**src/rtl/dram_req_arbiter.sv**
```systemverilog
// dram_req_arbiter
//   Shares one DRAM slave port among NUM_REQ requesters using round-robin
//   arbitration. Only one transaction is in flight at a time. The arbiter
//   issues the address on AR or AW, then keeps ownership until the read
//   burst's last beat or the write response. A watchdog releases the port
//   if a transaction hangs. W/R/B data are steered outside this block by the
//   one-hot owner output.
//
// Ports
//   clk, rst                 clock; asynchronous active-low reset
//   req_valid/write/addr/len per-requester request (addr/len packed by index)
//   req_ready                one-hot accept, combinational, IDLE only
//   req_done / req_err       one-hot single-cycle completion / watchdog abort
//   owner, busy              current owner (one-hot), transaction in progress
//   m_arvalid/m_awvalid      address valid toward the slave
//   m_arready/m_awready      address ready from the slave
//   m_axaddr/m_axlen/m_axid  latched address, length and requester index
//   m_rvalid/m_rready/m_rlast, m_bvalid/m_bready  snooped completion handshakes
module dram_req_arbiter #(
    parameter int NUM_REQ = 2,
    parameter int ADDR_W  = 32,
    parameter int LEN_W   = 4,
    parameter int ID_W    = 8,
    parameter int TIMEOUT = 1023
) (
    input  logic                      clk,
    input  logic                      rst,
    input  logic [NUM_REQ-1:0]        req_valid,
    input  logic [NUM_REQ-1:0]        req_write,
    input  logic [NUM_REQ*ADDR_W-1:0] req_addr,
    input  logic [NUM_REQ*LEN_W-1:0]  req_len,
    output logic [NUM_REQ-1:0]        req_ready,
    output logic [NUM_REQ-1:0]        req_done,
    output logic [NUM_REQ-1:0]        req_err,
    output logic [NUM_REQ-1:0]        owner,
    output logic                      busy,
    output logic                      m_arvalid,
    output logic                      m_awvalid,
    input  logic                      m_arready,
    input  logic                      m_awready,
    output logic [ADDR_W-1:0]         m_axaddr,
    output logic [LEN_W-1:0]          m_axlen,
    output logic [ID_W-1:0]           m_axid,
    input  logic                      m_rvalid,
    input  logic                      m_rready,
    input  logic                      m_rlast,
    input  logic                      m_bvalid,
    input  logic                      m_bready
);

    localparam int IDX_W = (NUM_REQ > 1) ? $clog2(NUM_REQ) : 1;
    localparam int CNT_W = $clog2(TIMEOUT + 1);

    typedef enum logic [1:0] {
        ST_IDLE,
        ST_ADDR,
        ST_WAIT_R,
        ST_WAIT_B
    } state_t;

    state_t             state;
    state_t             state_next;
    logic [IDX_W-1:0]   ptr;
    logic [IDX_W-1:0]   gnt_idx;
    logic [ADDR_W-1:0]  lat_addr;
    logic [LEN_W-1:0]   lat_len;
    logic               lat_write;
    logic [CNT_W-1:0]   wdog;

    logic               grant_found;
    logic [IDX_W-1:0]   grant_idx;
    logic [IDX_W:0]     cand;
    logic               accept;
    logic               finish_ok;
    logic               finish_to;
    logic               timeout_hit;
    logic [IDX_W-1:0]   ptr_after;

    function automatic logic [NUM_REQ-1:0] onehot(input logic [IDX_W-1:0] idx);
        return NUM_REQ'(1) << idx;
    endfunction

    // Round-robin search: first valid requester starting at ptr, wrapping
    // modulo NUM_REQ (which need not be a power of two).
    always_comb begin
        grant_found = 1'b0;
        grant_idx   = '0;
        cand        = '0;
        for (int k = 0; k < NUM_REQ; k++) begin
            cand = {1'b0, ptr} + (IDX_W + 1)'(k);
            if (cand >= (IDX_W + 1)'(NUM_REQ)) begin
                cand = cand - (IDX_W + 1)'(NUM_REQ);
            end
            if (!grant_found && req_valid[cand[IDX_W-1:0]]) begin
                grant_found = 1'b1;
                grant_idx   = cand[IDX_W-1:0];
            end
        end
    end

    // After a transaction ends, priority moves to the requester just past
    // the one that was served.
    assign ptr_after = (gnt_idx == IDX_W'(NUM_REQ - 1)) ? '0 : gnt_idx + IDX_W'(1);

    // The watchdog fires on the cycle its count steps up to TIMEOUT, so the
    // port is released exactly TIMEOUT cycles after ADDR was entered.
    // A completion handshake in that same cycle takes precedence.
    always_comb begin
        state_next  = state;
        accept      = 1'b0;
        finish_ok   = 1'b0;
        finish_to   = 1'b0;
        timeout_hit = (state != ST_IDLE) && (wdog == CNT_W'(TIMEOUT - 1));
        case (state)
            ST_IDLE: begin
                if (grant_found) begin
                    accept     = 1'b1;
                    state_next = ST_ADDR;
                end
            end
            ST_ADDR: begin
                if (timeout_hit) begin
                    finish_to  = 1'b1;
                    state_next = ST_IDLE;
                end else if (!lat_write && m_arready) begin
                    state_next = ST_WAIT_R;
                end else if (lat_write && m_awready) begin
                    state_next = ST_WAIT_B;
                end
            end
            ST_WAIT_R: begin
                if (m_rvalid && m_rready && m_rlast) begin
                    finish_ok  = 1'b1;
                    state_next = ST_IDLE;
                end else if (timeout_hit) begin
                    finish_to  = 1'b1;
                    state_next = ST_IDLE;
                end
            end
            ST_WAIT_B: begin
                if (m_bvalid && m_bready) begin
                    finish_ok  = 1'b1;
                    state_next = ST_IDLE;
                end else if (timeout_hit) begin
                    finish_to  = 1'b1;
                    state_next = ST_IDLE;
                end
            end
            default: state_next = ST_IDLE;
        endcase
    end

    // State, latched request fields, watchdog, rotation pointer and the
    // registered done/error pulses.
    always_ff @(posedge clk or negedge rst) begin
        if (!rst) begin
            state     <= ST_IDLE;
            ptr       <= '0;
            gnt_idx   <= '0;
            lat_addr  <= '0;
            lat_len   <= '0;
            lat_write <= 1'b0;
            wdog      <= '0;
            req_done  <= '0;
            req_err   <= '0;
        end else begin
            state    <= state_next;
            req_done <= finish_ok ? onehot(gnt_idx) : '0;
            req_err  <= finish_to ? onehot(gnt_idx) : '0;
            if (accept) begin
                gnt_idx   <= grant_idx;
                lat_addr  <= req_addr[grant_idx*ADDR_W +: ADDR_W];
                lat_len   <= req_len[grant_idx*LEN_W +: LEN_W];
                lat_write <= req_write[grant_idx];
                wdog      <= '0;
            end else if (state != ST_IDLE) begin
                wdog <= wdog + CNT_W'(1);
            end
            if (finish_ok || finish_to) begin
                ptr <= ptr_after;
            end
        end
    end

    // req_ready is gated by reset so nothing is accepted while held in reset.
    assign req_ready = (accept && rst) ? onehot(grant_idx) : '0;
    assign busy      = (state != ST_IDLE);
    assign owner     = busy ? onehot(gnt_idx) : '0;
    assign m_arvalid = (state == ST_ADDR) && !lat_write;
    assign m_awvalid = (state == ST_ADDR) && lat_write;
    assign m_axaddr  = lat_addr;
    assign m_axlen   = lat_len;
    assign m_axid    = ID_W'(gnt_idx);

endmodule

```
**config.mk**
```make
export PLATFORM = sky130hd
export DESIGN_NAME = dram_req_arbiter
export DESIGN_NICKNAME = d
export VERILOG_FILES = /design/src/rtl/dram_req_arbiter.sv
export SDC_FILE = /design/constraint.sdc
export NUM_CORES = 1
export LEC_CHECK = 0
export ABC_AREA = 0
export BUFFER_PORTS_ARGS = -buffer_cell sky130_fd_sc_hd__buf_4
export CAP_MARGIN = 5
export CORE_MARGIN = 4
export CORE_UTILIZATION = 46
export CTS_BUF_LIST = sky130_fd_sc_hd__clkbuf_8
export DETAILED_ROUTE_END_ITERATION = 8
export PLACE_DENSITY = 0.82
export SLEW_MARGIN = 20
export SYNTH_ARGS = -nofsm -noshare
export SYNTH_HDL_FRONTEND = slang
export SYNTH_SLANG_ARGS = --single-unit
```
**constraint.sdc**
```tcl
create_clock -name clk -period 1.9 [get_ports clk]
set_input_delay 0.095 -clock clk [delete_from_list [all_inputs] [get_ports clk]]
set_output_delay 0.095 -clock clk [all_outputs]
set_load 0.05 [all_outputs]
```
* After elaboration in Yosys (flattened, before gate mapping) *
Cells that the tools add are included.

word-level totals
  register bits = 55
  input bits = 85

cells by class
  add/sub/neg operators = 5
  $lt $le $gt $ge = 5
  eq/ne operators = 6
  shift-type cells = 4
  multiplexer cells = 36
  reductions and logical operators = 17

operators with widths
  operator                                                            count
  indexed part select 64 x 7 -> 32 bit                                1
  2-to-1 mux 2 bit                                                    11
  2-to-1 mux 1 bit                                                    20
  2-to-1 mux 10 bit                                                   2
  adder 10 x 1 -> 10 bit (second input constant)                      1
  equality test 10 bit (second input constant)                        1
  logical AND 1 bit                                                   10
  case mux 2 bit (4 select lines)                                     1
  indexed part select 8 x 4 -> 4 bit                                  1
  < comparator 1 x 2 -> 1 bit (second input constant)                 3
  equality test 2 bit (second input constant)                         2
  inequality test 4 bit (second input constant)                       1
  nonzero test 2 bit                                                  2
  left shift 1 x 1 -> 2 bit (first input constant)                    2
  case mux 1 bit (3 select lines)                                     1
  adder 1 x 1 -> 2 bit (second input constant)                        1
  equality test 2 x 1 -> 1 bit (second input constant)                1
  greater-or-equal comparator 1 x 2 -> 1 bit (second input constant)  1
  greater-or-equal comparator 2 bit (second input constant)           1
  zero test 1 bit                                                     2
  zero test 2 bit                                                     1
  inequality test 2 bit (second input constant)                       1
  case mux 1 bit (2 select lines)                                     1
  AND reduction 2 bit                                                 1
  3 further kinds                                                     4

* Longest topological paths before layout *
  depth in word-level cells = 12
  mapped depth = 6
  depth with buffers taken out = 6

* Least setup slack after synthesis *
Ideal clock, no wire load.

  path kind = register to output
  start point = register state[1]
  end point = output port req_ready[1]
  arrival = 2.022 ns
  required time = 1.805 ns
  setup slack = -0.217 ns
  cell stages (with the launch flop) = 4
  buffers on the path = 0
  cells stage by stage = dfrtp_1 nor2_2 inv_2 nor3_1

on the way
  longest elaborated chain between the ends = 4

RTL lines
  what                      line  source
  start: declaration        61    state_t state;
  start signal: assignment  167   state <= state_next;
  zero test 2 bit           114   case (state)
  2-to-1 mux 1 bit          114
  logical AND 1 bit         186   assign req_ready = (accept && rst) ? onehot(grant_idx) : '0;
  2-to-1 mux 2 bit          186
  end: declaration          32    output logic [NUM_REQ-1:0] req_ready,

No other way between the ends.

* Worst setup path in the final report *
  start point = register state[1]
  end point = output port req_ready[0]

Same word-level chain as after synthesis.

==> summary.txt <==
Status
  • Outcome: finished clean

Drt
  • Via total after detailed routing: 2304
  • Post-route ant nets: 0
  • Residual DRC: 0
  • Final wirelength: between 6 and 7 mm
  • Via density: about 5
  • DRT Pass-1 Iters: 4
  • DR WL/cell: 14.28 microns
  • Iteration-0 DRC Markers: 49

Power
  • Post-route total power: just over 6 mW
  • Net Sw Frac: 0.5155
  • Clock network power share: 0.101
  • NetSw: 3.190 mW
  • Max rail drop VDD: 0.9449 mV
  • Comb pwr share: 0.581
  • Power per cell area: 1629 nW/um^2
  • Pleak: 2.050 nW
  • Reg power frac: 0.318
  • Pint: 2.999 mW

Critical path
  • Critical Path Sink Type: output pin
  • Worst Setup SP: state[1]
  • Worst path required time: 1.80 ns
  • Worst reg-to-reg setup slack: 0.22 ns
  • Crit-path max FO: 6
  • Element type at the critical path start: register
  • R2r startpoint: wdog[0]
  • Crit Path Category: register to output pin
  • Reg2Reg Depth: 6
  • Capturing point of the worst reg2reg path: ptr
  • Worst EP arrival: 1.62 ns

Timing
  • Tmin final: about 1.7 ns
  • Setup violators final: 0
  • Max-slew violations: 0
  • Setup TNS: 0 ns
  • Period utilization: 0.9009
  • FMAX: 584.2 MHz
  • RSZ-0062 raised after global routing: false
  • Hold Vio Cnt, Final: 0
  • Clock skew: 0.002623 ns

Cells and area
  • Inserted Diodes: 0
  • Cell area after layout: roughly 3800 sq um
  • Layout cells sized above 1: 0.3914
  • Synth-to-Final Area Change: 44.07%
  • Final Util: 0.6859
  • Reg area: ~1400 sq um
  • Area of the multi-input gates: 1160 sq um
  • Fillcell total: ~460
  • Fin cells: about 470
  • Nets: 482

GRT
  • Met3 Use GR: 0.05133
  • Most Used Layer, Global Route: met2
  • Grt ovf: 0
  • M2 GR Usage: 0.3637
  • GR Util met1: 0.2041
  • Initial antenna violation count: 0
  • Pin count of the biggest net entering global routing: 49
  • First-pass GRT wire length: 10.96 mm
  • Vias in the first global route: 2422
  • Total GRT Usage: 0.1921

Hold path
  • Hold_sp: m_awready
  • Min-Delay Path Depth: 3
  • Hold endpoint: state[1]
  • Hold Crit Class: input pin to register

Place
  • Placed Area: 3705 sq um
  • Number of port buffers: 132
  • Final GP Congestion: around 0.8
  • Dpl hpwl: 5.369 mm
  • Placed insts: 459

Synth
  • Largest family of logic cells by synthesized area: multiplexers
  • XOR/XNOR share of the synthesized area: 0.003321
  • Post-synth EDFFs: 0
  • Synth Area in Simple Gates: 0.1380
  • Synth area leader: dfrtp_1
  • Synth Warn #: 0
  • Asr flop ratio synth: 1.000
  • Post-synth cell types: 33
  • Post-synth top area share: 0.5218
  • Synthesized flop and latch total: 55
  • Sequential share of the synthesized area: 0.5218
  • Synth Area in Compound Gates: 0.1139
  • Post-Syn Instances: 263
  • Post-synthesis mux area share: 0.1561
  • Top post-synthesis cells by area: dfrtp_1 52%, mux2i_1 15%, nand2_1 7.0%
  • Post-synthesis adder-cell area fraction: 0.009488
  • Prevailing post-synth register cell: dfrtp_1
  • Post-Syn Area per Cell: 10.03 sq um
  • Mapped cell area: 2638 sq um

CTS
  • CTS Sinks: 55
  • Skew-Pair Late Insertion Delay: 0.30 ns
  • Clock Tree Buf Depth: 2
  • H-tree levels: 2
  • CTS Buf Count: 5
  • Clock root buffer: clkbuf_8
  • Post-CTS Setup Inserts: 0
  • Worst-path clk slew: ~0.09 ns
  • CTS tree: yes

Flow run
  • Max cap viols: 0

Die
  • CORE AREA: approximately 5500 sq um
  • Die width: 83.72 microns
  • Die area: about 7000 sq um
  • Initial core utilization: 0.4761
  • Die Height: 83.72 microns
  • Core Rows: 27
  • # IOs: 140
==> power by group through the flow <==
stage / logic, mW / clock network, mW / registers [mW]
floorplan: 1.18 / 0 / 3.25
finish: 3.60 / 0.622 / 1.97
global route: 3.84 / 0.692 / 2.04
detailed placement: 3.63 / 0 / 2.00
CTS: 3.64 / 0.639 / 1.97
global placement: 3.56 / 0 / 1.96
==> per-stage QoR <==
stage	setup WS, ns	hold WS [ns]
finish	0.1883	0.03845
global route	0.08979	0.05588
CTS	0.1711	0.03147
detailed placement	0.2017	-0.006781
global placement	0.2580	-0.006182
floorplan	0.2160	-0.2006
==> flip-flops by register name (all words and copies together), names as in the netlist <==
register,count
m_axaddr,32
wdog,10
m_axlen,4
req_done,2
req_err,2
state,2
gnt_idx,1
lat_write,1
ptr,1
==> worst max-delay path by stage <==
| stage | slack (ns) | endpoint |
|---|---|---|
| global placement | 0.26 | ptr |
| detailed placement | 0.20 | ptr |
| CTS | 0.17 | req_ready[0] |
| finish | 0.19 | req_ready[0] |
| global route | 0.09 | req_ready[1] |
| floorplan | 0.22 | req_ready[1] |
==> cell usage in the layout, fill, tap and decap left out, types with 2 or more instances in the layout <==
cell type / n
dfrtp_1: 55
nor3_1: 2
o211ai_1: 2
nor2_1: 9
mux2i_1: 40
nand4_1: 5
clkbuf_8: 5
o21ai_4: 2
ha_1: 2
o21ai_0: 31
nand3_1: 5
conb_1: 7
a21oi_1: 2
nand2b_1: 2
nand2_1: 49
buf_4: 137
nor3_2: 2
inv_1: 8
o31ai_1: 2
o21ai_1: 12
==> kinds of logic after synthesis <==
logic type / after synthesis
simple gates: 80
compound gates: 55
flops: 55
mux: 41
buf+inv: 28
fa+ha+maj: 2
other cells: 1
xor+xnor: 1
==> final cells by class <==
cell class,instances,share of cell area
clock buffers,5,0.01811
clock inverters,3,0.004281
inverters,8,0.007903
multi-input cells,186,0.3052
flip-flops and latches,55,0.3622
well taps,72,0.02371
repair buffers,139,0.2786
==> routing by layer <==
| metal | part of all wire | wire [microns] |
|---|---|---|
| met3 | 0.072 | 482 |
| met2 | 0.55 | 3686 |
| met4 | 0.011 | 76 |
| met1 | 0.36 | 2435 |
| met5 | 0 | 0 |
==> synthesized netlist by cell type, drive strengths merged, types with 2 or more instances <==
cell type and count:
nand4 6, nor2 10, nor3 4, inv 8, nand2b 2, o21ai 46
ha 2, a21oi 2, mux2i 40, buf 12, o31ai 2, nand2 49
clkbuf 8, nand3 5, o211ai 2, dfrtp 55
==> critical path: stages (launching register included) <==
cell	delay, ns
dfrtp_1	0.44
nor2_2	0.31
o21ai_4	0.12
inv_1	0.09
and3_1	0.16
buf_4	0.19
==> what timing repair did <==
action | in CTS | in global routing
hold buffers | 1 | 0
resized for setup | 0 | 0
endpoints found under the hold margin | 18 | 0
endpoints found under the setup margin | 0 | 0
No activity file was read; power rests on OpenSTA's default activity.
